File: src/rtl/apb_master_bridge_if.sv
// rtl/apb_master_bridge_if.sv - command, response and APB signal bundle for apb_master_bridge
interface apb_master_bridge_if #(
    parameter int DATA_WIDTH = 32,
    parameter int ADDR_WIDTH = 32
);
    logic                  cmd_valid;
    logic                  cmd_ready;
    logic                  cmd_write;
    logic [ADDR_WIDTH-1:0] cmd_addr;
    logic [DATA_WIDTH-1:0] cmd_wdata;

    logic                  rsp_valid;
    logic                  rsp_ready;
    logic [DATA_WIDTH-1:0] rsp_rdata;
    logic                  rsp_err;
    logic                  rsp_timeout;

    logic [ADDR_WIDTH-1:0] PADDR;
    logic                  PWRITE;
    logic [DATA_WIDTH-1:0] PWDATA;
    logic                  PSELx;
    logic                  PENABLE;
    logic                  PREADY;
    logic [DATA_WIDTH-1:0] PRDATA;
    logic                  PSLVERR;

    // master: the bridge itself; slave: whatever drives commands and models the APB target
    modport master (
        input  cmd_valid, cmd_write, cmd_addr, cmd_wdata, rsp_ready,
        input  PREADY, PRDATA, PSLVERR,
        output cmd_ready, rsp_valid, rsp_rdata, rsp_err, rsp_timeout,
        output PADDR, PWRITE, PWDATA, PSELx, PENABLE
    );

    modport slave (
        output cmd_valid, cmd_write, cmd_addr, cmd_wdata, rsp_ready,
        output PREADY, PRDATA, PSLVERR,
        input  cmd_ready, rsp_valid, rsp_rdata, rsp_err, rsp_timeout,
        input  PADDR, PWRITE, PWDATA, PSELx, PENABLE
    );
endinterface

File: src/rtl/apb_master_bridge.sv
// rtl/apb_master_bridge.sv - valid/ready command to single APB3 transfer bridge with wait-state timeout
module apb_master_bridge #(
    parameter int DATA_WIDTH     = 32,
    parameter int ADDR_WIDTH     = 32,
    parameter int TIMEOUT_CYCLES = 16
) (
    input  logic                PCLK,
    input  logic                PRESETn,
    apb_master_bridge_if.master bus
);

    localparam int CNT_W = (TIMEOUT_CYCLES > 0) ? $clog2(TIMEOUT_CYCLES + 1) : 1;
    localparam logic [CNT_W-1:0] CNT_LAST = CNT_W'(TIMEOUT_CYCLES - 1);
    localparam logic [CNT_W-1:0] CNT_MAX  = '1;
    localparam logic TIMEOUT_EN = (TIMEOUT_CYCLES != 0);

    typedef enum logic [1:0] {
        ST_IDLE   = 2'd0,
        ST_SETUP  = 2'd1,
        ST_ACCESS = 2'd2
    } state_t;

    state_t state, state_next;

    logic [ADDR_WIDTH-1:0] paddr_q;
    logic                  pwrite_q;
    logic [DATA_WIDTH-1:0] pwdata_q;
    logic [CNT_W-1:0]      wait_cnt;

    logic                  rsp_valid_q;
    logic [DATA_WIDTH-1:0] rsp_rdata_q;
    logic                  rsp_err_q;
    logic                  rsp_timeout_q;

    logic cmd_ready_int;
    logic psel;
    logic penable;
    logic accept;
    logic done_ok;
    logic done_to;

    // A response slot that is being drained this cycle counts as free.
    assign cmd_ready_int = (state == ST_IDLE) && (!rsp_valid_q || bus.rsp_ready);

    always_ff @(posedge PCLK or negedge PRESETn) begin
        if (!PRESETn) begin
            state <= ST_IDLE;
        end else begin
            state <= state_next;
        end
    end

    always_comb begin
        state_next = state;
        psel       = 1'b0;
        penable    = 1'b0;
        accept     = 1'b0;
        done_ok    = 1'b0;
        done_to    = 1'b0;
        case (state)
            ST_IDLE: begin
                if (bus.cmd_valid && cmd_ready_int) begin
                    accept     = 1'b1;
                    state_next = ST_SETUP;
                end
            end
            ST_SETUP: begin
                psel       = 1'b1;
                state_next = ST_ACCESS;
            end
            ST_ACCESS: begin
                psel    = 1'b1;
                penable = 1'b1;
                if (bus.PREADY) begin
                    done_ok    = 1'b1;
                    state_next = ST_IDLE;
                end else if (TIMEOUT_EN && (wait_cnt == CNT_LAST)) begin
                    done_to    = 1'b1;
                    state_next = ST_IDLE;
                end
            end
            default: begin
                state_next = ST_IDLE;
            end
        endcase
    end

    // Address/direction/data are captured once at accept and held until the next accept.
    always_ff @(posedge PCLK or negedge PRESETn) begin
        if (!PRESETn) begin
            paddr_q  <= '0;
            pwrite_q <= 1'b0;
            pwdata_q <= '0;
        end else if (accept) begin
            paddr_q  <= bus.cmd_addr;
            pwrite_q <= bus.cmd_write;
            pwdata_q <= bus.cmd_wdata;
        end
    end

    always_ff @(posedge PCLK or negedge PRESETn) begin
        if (!PRESETn) begin
            wait_cnt <= '0;
        end else if (state == ST_SETUP) begin
            wait_cnt <= '0;
        end else if ((state == ST_ACCESS) && !bus.PREADY && !done_to && (wait_cnt != CNT_MAX)) begin
            wait_cnt <= wait_cnt + 1'b1;
        end
    end

    // Completion can only happen when the slot is empty, so nothing is ever overwritten.
    always_ff @(posedge PCLK or negedge PRESETn) begin
        if (!PRESETn) begin
            rsp_valid_q   <= 1'b0;
            rsp_rdata_q   <= '0;
            rsp_err_q     <= 1'b0;
            rsp_timeout_q <= 1'b0;
        end else if (done_ok) begin
            rsp_valid_q   <= 1'b1;
            rsp_rdata_q   <= pwrite_q ? '0 : bus.PRDATA;
            rsp_err_q     <= bus.PSLVERR;
            rsp_timeout_q <= 1'b0;
        end else if (done_to) begin
            rsp_valid_q   <= 1'b1;
            rsp_rdata_q   <= '0;
            rsp_err_q     <= 1'b1;
            rsp_timeout_q <= 1'b1;
        end else if (bus.rsp_ready) begin
            rsp_valid_q   <= 1'b0;
        end
    end

    assign bus.cmd_ready   = cmd_ready_int;
    assign bus.rsp_valid   = rsp_valid_q;
    assign bus.rsp_rdata   = rsp_rdata_q;
    assign bus.rsp_err     = rsp_err_q;
    assign bus.rsp_timeout = rsp_timeout_q;

    assign bus.PADDR   = paddr_q;
    assign bus.PWRITE  = pwrite_q;
    assign bus.PWDATA  = pwdata_q;
    assign bus.PSELx   = psel;
    assign bus.PENABLE = penable;

endmodule

File: src/flat_wrapper.sv
// flat-port wrapper written by rule: the top's interface ports become plain ports
module apb_master_bridge_flat 
#(
    parameter int DATA_WIDTH     = 32,
    parameter int ADDR_WIDTH     = 32,
    parameter int TIMEOUT_CYCLES = 16
)
  (PCLK, PRESETn, bus_cmd_valid, bus_cmd_write, bus_cmd_addr, bus_cmd_wdata, bus_rsp_ready, bus_PREADY, bus_PRDATA, bus_PSLVERR, bus_cmd_ready, bus_rsp_valid, bus_rsp_rdata, bus_rsp_err, bus_rsp_timeout, bus_PADDR, bus_PWRITE, bus_PWDATA, bus_PSELx, bus_PENABLE);
  apb_master_bridge_if #(.DATA_WIDTH(DATA_WIDTH), .ADDR_WIDTH(ADDR_WIDTH)) bus_i ();
  input  logic PCLK;
  input  logic PRESETn;
  input wire logic [$bits(bus_i.cmd_valid)-1:0] bus_cmd_valid;
  input wire logic [$bits(bus_i.cmd_write)-1:0] bus_cmd_write;
  input wire logic [$bits(bus_i.cmd_addr)-1:0] bus_cmd_addr;
  input wire logic [$bits(bus_i.cmd_wdata)-1:0] bus_cmd_wdata;
  input wire logic [$bits(bus_i.rsp_ready)-1:0] bus_rsp_ready;
  input wire logic [$bits(bus_i.PREADY)-1:0] bus_PREADY;
  input wire logic [$bits(bus_i.PRDATA)-1:0] bus_PRDATA;
  input wire logic [$bits(bus_i.PSLVERR)-1:0] bus_PSLVERR;
  output wire logic [$bits(bus_i.cmd_ready)-1:0] bus_cmd_ready;
  output wire logic [$bits(bus_i.rsp_valid)-1:0] bus_rsp_valid;
  output wire logic [$bits(bus_i.rsp_rdata)-1:0] bus_rsp_rdata;
  output wire logic [$bits(bus_i.rsp_err)-1:0] bus_rsp_err;
  output wire logic [$bits(bus_i.rsp_timeout)-1:0] bus_rsp_timeout;
  output wire logic [$bits(bus_i.PADDR)-1:0] bus_PADDR;
  output wire logic [$bits(bus_i.PWRITE)-1:0] bus_PWRITE;
  output wire logic [$bits(bus_i.PWDATA)-1:0] bus_PWDATA;
  output wire logic [$bits(bus_i.PSELx)-1:0] bus_PSELx;
  output wire logic [$bits(bus_i.PENABLE)-1:0] bus_PENABLE;
  assign bus_i.cmd_valid = bus_cmd_valid;
  assign bus_i.cmd_write = bus_cmd_write;
  assign bus_i.cmd_addr = bus_cmd_addr;
  assign bus_i.cmd_wdata = bus_cmd_wdata;
  assign bus_i.rsp_ready = bus_rsp_ready;
  assign bus_i.PREADY = bus_PREADY;
  assign bus_i.PRDATA = bus_PRDATA;
  assign bus_i.PSLVERR = bus_PSLVERR;
  assign bus_cmd_ready = bus_i.cmd_ready;
  assign bus_rsp_valid = bus_i.rsp_valid;
  assign bus_rsp_rdata = bus_i.rsp_rdata;
  assign bus_rsp_err = bus_i.rsp_err;
  assign bus_rsp_timeout = bus_i.rsp_timeout;
  assign bus_PADDR = bus_i.PADDR;
  assign bus_PWRITE = bus_i.PWRITE;
  assign bus_PWDATA = bus_i.PWDATA;
  assign bus_PSELx = bus_i.PSELx;
  assign bus_PENABLE = bus_i.PENABLE;
  apb_master_bridge #(.DATA_WIDTH(DATA_WIDTH), .ADDR_WIDTH(ADDR_WIDTH), .TIMEOUT_CYCLES(TIMEOUT_CYCLES)) u_core (.PCLK(PCLK), .PRESETn(PRESETn), .bus(bus_i));
endmodule
File: config.mk
export PLATFORM = sky130hd
export DESIGN_NAME = apb_master_bridge_flat
export DESIGN_NICKNAME = d
export VERILOG_FILES = /design/src/rtl/apb_master_bridge_if.sv /design/src/rtl/apb_master_bridge.sv /design/src/flat_wrapper.sv
export SDC_FILE = /design/constraint.sdc
export NUM_CORES = 1
export LEC_CHECK = 0
export CORE_MARGIN = 5
export CORE_UTILIZATION = 43
export DETAILED_ROUTE_END_ITERATION = 10
export PLACE_DENSITY = 0.92
export SKIP_LAST_GASP = 1
export SLEW_MARGIN = 20
export SYNTH_ARGS = -nofsm -noshare
export SYNTH_HDL_FRONTEND = slang
export SYNTH_SLANG_ARGS = --single-unit
File: constraint.sdc
create_clock -name PCLK -period 5 [get_ports PCLK]
set_input_delay 1.5 -clock PCLK [delete_from_list [all_inputs] [get_ports PCLK]]
set_output_delay 1.5 -clock PCLK [all_outputs]
set_load 0.02 [all_outputs]
==> summary by stage, run 1 <==
Drt
The count of nets left with antenna violations once routing finished came out at 0. The per-cell routed wire length is about 18 um. The first detailed-routing pass ran for 4 iterations. The routed design has 10700 um of wire. The number of design-rule violations left by the first detailed-router iteration is 86. The post-route DRC violation count is 0. The detailed-route via count is 2975. The via density per instance is around 4.9.

Timing
Measured against its own limit, the worst slew margin works out to a little over half. The worst hold slack is 496 ps. After routing, the total negative slack on setup checks comes to 0 ps. The top achievable clock speed is roughly 230 MHz. The count of endpoints failing setup in the final report is 0. Setup repair after global routing left no endpoint under its margin. The final clock period utilization by the worst path is slightly below 90%. The final-report hold violation count came to 0. For the pin with the worst max-slew slack, the measured transition is just over 700 ps. The clock arrives with 12.5 ps of skew. The number of max-slew violations in the final report is 0.

The final critical delay including setup and external delays is 4320 ps.

Die
The initial core utilization is between 40% and 50%. In this run the vertical extent of the chip is around 110 um. In this run the standard cell core region covers around 9300 sq um.

In this run the core area contains 35 standard-cell rows. The width of the die is 108 um. around 200 I/O pins were placed. The die covers 11600 sq um.

Place
Detailed placement finished with a half-perimeter wire length of ~8000 um. The quantity of I/O buffers inserted on ports is 205. The final estimated routing congestion in global placement is 0.715.

Outcome
The run finished with clean final reports.

Global routing
The via count of the first global-routing pass is between 3k and 4k. Global routing used 18.5% of the available tracks. The global-route wire length before repair is about 17000 um. Entering global routing, the biggest net connects 80 pins. The number of antenna violations at the first check in global routing is 0.

The aggregate global routing overflow is 0.

Yosys
For this run, the number of Yosys warnings is 0. In the synthesized netlist the dominant register cell turns out to be dfrtp_1. The synthesized netlist occupies a cell area of between 4000 and 5000 sq um. A synthesized cell averages 15.4 sq um.

The number of nets handed over by synthesis was between 300 and 400. The async set or reset register ratio after synthesis is between 90% and 100%. The netlist uses 28 different library cells. The commonest cells after synthesis are dfrtp_1 (107), mux2_2 (54), a22o_1 (32). The post-synthesis sequential area ratio is around 65%. In this run, synthesis produced a sequential element count of between 100 and 150.

Yosys attributes the largest share of cell area to dfrtp_1 (65%), mux2_2 (15%), a22o_1 (6.8%), mux2_1 (3.6%), ha_1 (2.1%). dfrtp_1 is the most common cell in the netlist. The gate count of the mapped netlist is ~270. The largest total area in the synthesized netlist belongs to dfrtp_1.

Counting flops with a built-in enable in the synthesized netlist gives 0. Summed over its instances, the top area cell type makes up between 60% and 70% of the synthesized netlist area.

Power
The total power density per cell area is 644 nW/um^2. IR analysis of the VDD net gives a maximum drop of around 0.33 mV. The leakage dissipation is ~2.8 nW.

Clock tree
The number of sinks handled by clock tree synthesis is 107. Clock-pin slew was measured on the worst setup and hold paths at approximately 90 ps. Clock tree synthesis inserted a total of 9 buffers. After clock tree synthesis, the flow added hold-fix buffers numbering 0. The number of buffers on the longest clock path is 2. The buffer count from post-CTS setup fixing is 0. The post-CTS resize count is 0. Clock tree synthesis selected as its root buffer the cell clkbuf_8. TritonCTS built the clock tree. The H-tree generated during clock tree synthesis spans 3 levels.

At the later pin of the worst-skew pair, clock insertion delay measures approximately 360 ps.

Finish
The register area is roughly 2700 sq um. Summing all multi-input logic gate instances after layout gives 1370 sq um. Of the cells placed in the final design, the portion with a size suffix greater than 1 is 17.1%. Compared with the post-synthesis result, the final layout area differs by 58.0%. The core utilization of the finished layout is ~70%.

The layout has ~640 filler cells. The final antenna diode count is 0. The final layout contains about 600 nets.

Worst setup path
In this design, the critical path's most frequently occurring cell is clkdlybuf4s50_1. STA classifies the critical path endpoint as a primary output. The arrival time at the worst endpoint is around 2800 ps. Counting both buffers and inverters, the worst setup path holds a total of 2. The category of cells accounting for the largest share of critical-path delay is buffers and inverters. Along the worst path, the maximum fanout reaches 6.

The largest single stage delay on the critical path is approximately 600 ps. The worst register-to-register path has a setup slack of around 2800 ps. The required time at the endpoint of the critical path is ~3500 ps.

The startpoint class of the critical path is a primary input. The highest-delay cell along the critical path is clkdlybuf4s50_1. The critical path in this run is classified as primary input to primary output. The critical path goes through clkdlybuf4s50_1, nand2b_4, and2_1, clkdlybuf4s50_1.

Flow run
The max-cap violation count is 0.

Worst hold path
In this run the worst hold path is classified as flop to flop.
[final cells by class]
type | instances | share of cell area [%]
Sequential cell | 107 | 41.1
Timing Repair Buffer | 209 | 32.3
Multi-Input combinational cell | 142 | 21.0
Tap cell | 129 | 2.48
Clock buffer | 10 | 2.11
Clock inverter | 6 | 0.730
Inverter | 5 | 0.288
[final timing paths]
| check | startpoint | end | cells past startpoint |
|---|---|---|---|
| setup / recovery | bus_rsp_ready | bus_cmd_ready | 4 |
| hold / removal | u_core.bus.PADDR[17] | u_core.bus.PADDR[17] | 1 |
| setup reg to reg | u_core.wait_cnt[0] | u_core.wait_cnt[3] | 6 |
| hold reg to reg | u_core.bus.PADDR[17] | u_core.bus.PADDR[17] | 1 |
| max in group asynchronous | PRESETn | u_core.bus.PADDR[14] | 3 |
| min in group asynchronous | PRESETn | u_core.bus.PWDATA[30] | 1 |
[cells in the final DEF (no fill, tap or decap), drive strengths merged, types with 2 or more instances in the layout]
cell type / n
nand2b: 2
nor2: 7
mux2: 67
clkdlybuf4s50: 204
a211o: 2
dfrtp: 107
o211ai: 2
ha: 7
a22o: 32
and3: 2
clkinv: 3
clkbuf: 10
inv: 7
a21oi: 5
nand2: 6
buf: 5
[stage by stage]
stage	std cells	power [mW]	instance area (sq um)	worst slack (ps)
floorplan	268	2.61	4120	1640
global placement	591	3.65	6300	679
detailed placement	591	3.74	6300	668
CTS	607	4.25	6490	664
global route	608	4.43	6510	621
finish	608	4.20	6510	676
[power breakdown]
part	leakage, nW	internal, mW	total, mW	switching (mW)
sequential	1.31	1.28	1.51	0.232
combinational	1.35	1.17	2.19	1.03
clock	0.0933	0.200	0.493	0.293
total	2.75	2.64	4.20	1.55
[metal layers]
| metal | global-route usage (%) | up-vias | wire (um) |
|---|---|---|---|
| met2 | 30.4 | 149 | 5220 |
| met4 | 7.39 | 0 | 281 |
| met3 | 5.88 | 26 | 1010 |
| met1 | 22.5 | 1422 | 4220 |
| li1 | - | 1378 | - |
| met5 | 0 | - | 0 |
[cell families after synthesis]
group | count (synthesis) | share of synthesized area [%]
xor gates and xnor gates | 1 | 0.212
and+or+nand+nor | 23 | 3.40
AOI/OAI and AO/OA | 43 | 8.53
buffers and inverters | 19 | 2.25
DFF | 107 | 64.9
muxes | 68 | 18.5
adders and majority gates | 7 | 2.12
[state kept, by name, summed over array words and instances, names as in the netlist]
signal	count
u_core.bus.PWDATA	32
u_core.bus.PADDR	32
u_core.bus.PWRITE	1
u_core.bus.rsp_err	1
u_core.wait_cnt	5
u_core.bus.rsp_timeout	1
u_core.state	2
u_core.bus.rsp_valid	1
u_core.bus.rsp_rdata	32
(Power assumes the default switching activity.)
==> inputs of run 2 (changes only) <==
--- a/config.mk
+++ b/config.mk
@@ -6,9 +6,10 @@
 export NUM_CORES = 1
 export LEC_CHECK = 0
 export CORE_MARGIN = 5
-export CORE_UTILIZATION = 43
+export CORE_UTILIZATION = 40
+export CTS_CLUSTER_SIZE = 40
 export DETAILED_ROUTE_END_ITERATION = 10
-export PLACE_DENSITY = 0.92
+export PLACE_DENSITY = 0.87
 export SKIP_LAST_GASP = 1
 export SLEW_MARGIN = 20
 export SYNTH_ARGS = -nofsm -noshare
==> run 2 against run 1 <==
Effect of this change:
- critical path depth is the same
- total power is essentially flat
- clock power grew 4.3%
==> summary by stage, run 2 (synthesis gave the netlist of run 1 again) <==
Timing
The worst path needs approximately 4400 ps of the cycle, external delays included. The transition time of the tightest slew-check pin is 747 ps. The number of max-slew violations in the final report is 0.

Across the routed clock network, the largest skew measured is around 17 ps. The worst slew slack as a fraction of its limit is 50.2%. After routing, the total negative slack on setup checks comes to 0 ps. Setup violations remaining at the end of the flow were counted as 0. Setup repair after global routing left no endpoint under its margin. Dividing the final minimum period by the clock period gives 87.1%. The top achievable clock speed is about 230 MHz. The final-report hold violation count is 0.

Clock tree
The insertion delay of the later-clocked pin in the worst-skew pair is between 300 and 400 ps. The number of buffers inserted during clock tree synthesis is 9. After clock tree synthesis, the flow added hold-fix buffers numbering 0.

The buffer count from post-CTS setup fixing is 0. Clock tree synthesis found a total of 107 sinks. The level count of the clock H-tree is 3. The root buffer cell is clkbuf_8. Clock-pin slew was measured on the worst setup and hold paths at approximately 90 ps. TritonCTS built the clock tree. Once the clock tree was built, the resizer swapped 0 gates to a different size. The number of buffers on the longest clock path is 2.

Power
In this run the static leakage power is around 2.7 nW. For this design the ratio of total power to cell area is between 600 and 700 nW/um^2. Summing internal, switching and leakage power gives ~4.2 mW.

The worst-case IR drop observed on VDD is a little over 0.3 mV.

Place
The quantity of I/O buffers inserted on ports is between 200 and 250. The detailed placer's ending HPWL is about 7800 um. The final estimated routing congestion in global placement is around 0.75.

Finish
The final antenna diode count is 0. Summing all multi-input logic gate instances after layout gives approximately 1400 sq um. The register area is approximately 2700 sq um.

At the end of the flow, the number of nets in the layout was ~580. The filler cell count is between 700 and 800. From synthesis to final layout, the design area changed by 58.0%. The most common cell after layout, fill and taps aside is clkdlybuf4s50_1. Leaving out fill and tap cells, the most frequent cells in the layout are clkdlybuf4s50_1 (204), dfrtp_1 (107), mux2_2 (54), a22o_1 (32), mux2_1 (13). The proportion of layout cells with a drive suffix above 1 is between 15 and 20%.

Worst setup path
STA classifies the critical path startpoint as a primary input. The category of cells accounting for the largest share of critical-path delay is buffers and inverters. The critical path's most frequent cell is clkdlybuf4s50_1.

Walking the worst path, the cells encountered are clkdlybuf4s50_1, nand2b_4, and2_1, clkdlybuf4s50_1. The highest fanout seen on the critical path is 6. The kind of critical path is primary input to primary output.

The category of the worst setup path capture point is a primary output. The worst register-to-register path begins at u_core.wait_cnt[0]. The required time at the endpoint of the critical path is approximately 3500 ps. The worst register-to-register path ends at u_core.wait_cnt[3].

In this run the register-to-register setup slack is roughly 2800 ps. Measured in cells, the most critical reg-to-reg path has a length of 6. The maximum cell stage delay along the critical path is 620 ps. The arrival time at the worst endpoint is approximately 2900 ps.

The buffers plus inverters on the worst setup path is 2. The highest-delay cell along the critical path is clkdlybuf4s50_1.

Drt
The detailed-route via count is approximately 3.0k. Detailed routing placed a total of between 4000 and 5000 um of wire on met2. The routed length on met1 is 4330 um. For this run, the detailed router's first-pass iteration total came to 4. The wire length on met3 is 824 um.

The post-route DRC violation count is 0. Dividing the detail-routed wire length by the instance count gives approximately 17 um. Wires add up to between 10000 and 15000 um. In the routed layout, each cell is associated on average with a via count of 4.90. The uppermost signal routing layer after detailed routing is met4. The number of design-rule violations left by the first detailed-router iteration is ~140. The count of nets left with antenna violations once routing finished came out at 0.

Die
The overall die height is 112 um. The width of the die is between 100 and 150 um. The die outline area is ~12000 sq um. Pin placement for this block handled roughly 210 I/O pins. After floorplanning, the core was sized to cover a little over 10000 sq um. Once the floorplan was initialized, standard cells occupied roughly two fifths of the core.

The number of rows created at floorplan is 37.

Global routing
The via count of the first global-routing pass was ~3.2k. The number of antenna violations at the first check in global routing was 0. The aggregate global routing overflow is 0.

Entering global routing, the biggest net connects 84 pins. The combined global-route utilization of all metal layers is between 10% and 20%. The global-route wire length before repair is between 15000 and 20000 um.

Worst hold path
Along the worst hold path, the cell count comes to 1. The worst hold path belongs to the class flop to flop. The critical hold path startpoint is u_core.bus.PWDATA[1]. The endpoint of the worst hold path is u_core.bus.PWDATA[1].

Outcome
The run finished with clean final reports.

Flow run
Across the run, the number of max-cap violations was 0.
run 2: worst max path at each step:
| stage | start | to | slack (ps) | cells past startpoint |
|---|---|---|---|---|
| finish | bus_rsp_ready | bus_cmd_ready | 650 | 4 |
| global route | bus_rsp_ready | bus_cmd_ready | 590 | 4 |
| CTS | bus_rsp_ready | bus_cmd_ready | 630 | 4 |
| detailed placement | bus_rsp_ready | bus_cmd_ready | 640 | 4 |
| global placement | bus_rsp_ready | bus_cmd_ready | 640 | 4 |
| floorplan | bus_rsp_ready | bus_cmd_ready | 1640 | 2 |
run 2: through the flow:
stage | setup WS, ps | hold slack (ps) | std cells | util [%] | instance area, sq um
6_report | 645 | 493 | 614 | 63.9 | 6510
5_1_grt | 592 | 508 | 614 | 63.9 | 6510
4_1_cts | 635 | 497 | 614 | 63.9 | 6510
3_5_place_dp | 636 | 477 | 599 | 62.0 | 6320
3_3_place_gp | 639 | 467 | 599 | 62.0 | 6320
2_1_floorplan | 1640 | 503 | 268 | - | 4120
run 2: metal layers:
metal  up-vias  GRT usage [%]
met2       151           26.7
met3        21           5.71
met4         0           6.16
met1      1460           20.8
met5         -              0
li1       1374              -
run 2: power breakdown:
group | internal [mW] | switching, mW
Combinational | 1.17 | 1.01
Sequential | 1.28 | 0.222
Clock | 0.233 | 0.281
Total | 2.68 | 1.52
run 2: area by class of cell:
class | count | share of cell area, %
sequential | 107 | 41.1
timing repair buffer | 209 | 32.2
multi-input combinational | 142 | 20.9
tap | 136 | 2.61
clock buffer | 10 | 1.96
clock inverter | 5 | 0.961
inverter | 5 | 0.288
run 2: worst register-to-register path, cell delays in order, from the launching register on:
cell and delay (ps):
dfrtp_1 420, ha_1 240, and3_1 210, ha_1 270, nor4b_4 480, nand4_1 180, mux2_1 330
==> inputs of run 3 (changes only) <==
--- a/config.mk
+++ b/config.mk
@@ -15,3 +15,4 @@
 export SYNTH_ARGS = -nofsm -noshare
 export SYNTH_HDL_FRONTEND = slang
 export SYNTH_SLANG_ARGS = --single-unit
+export TNS_END_PERCENT = 30
==> results of run 3 <==
The final DEF is identical to that of run 2; final timing and power are the same.
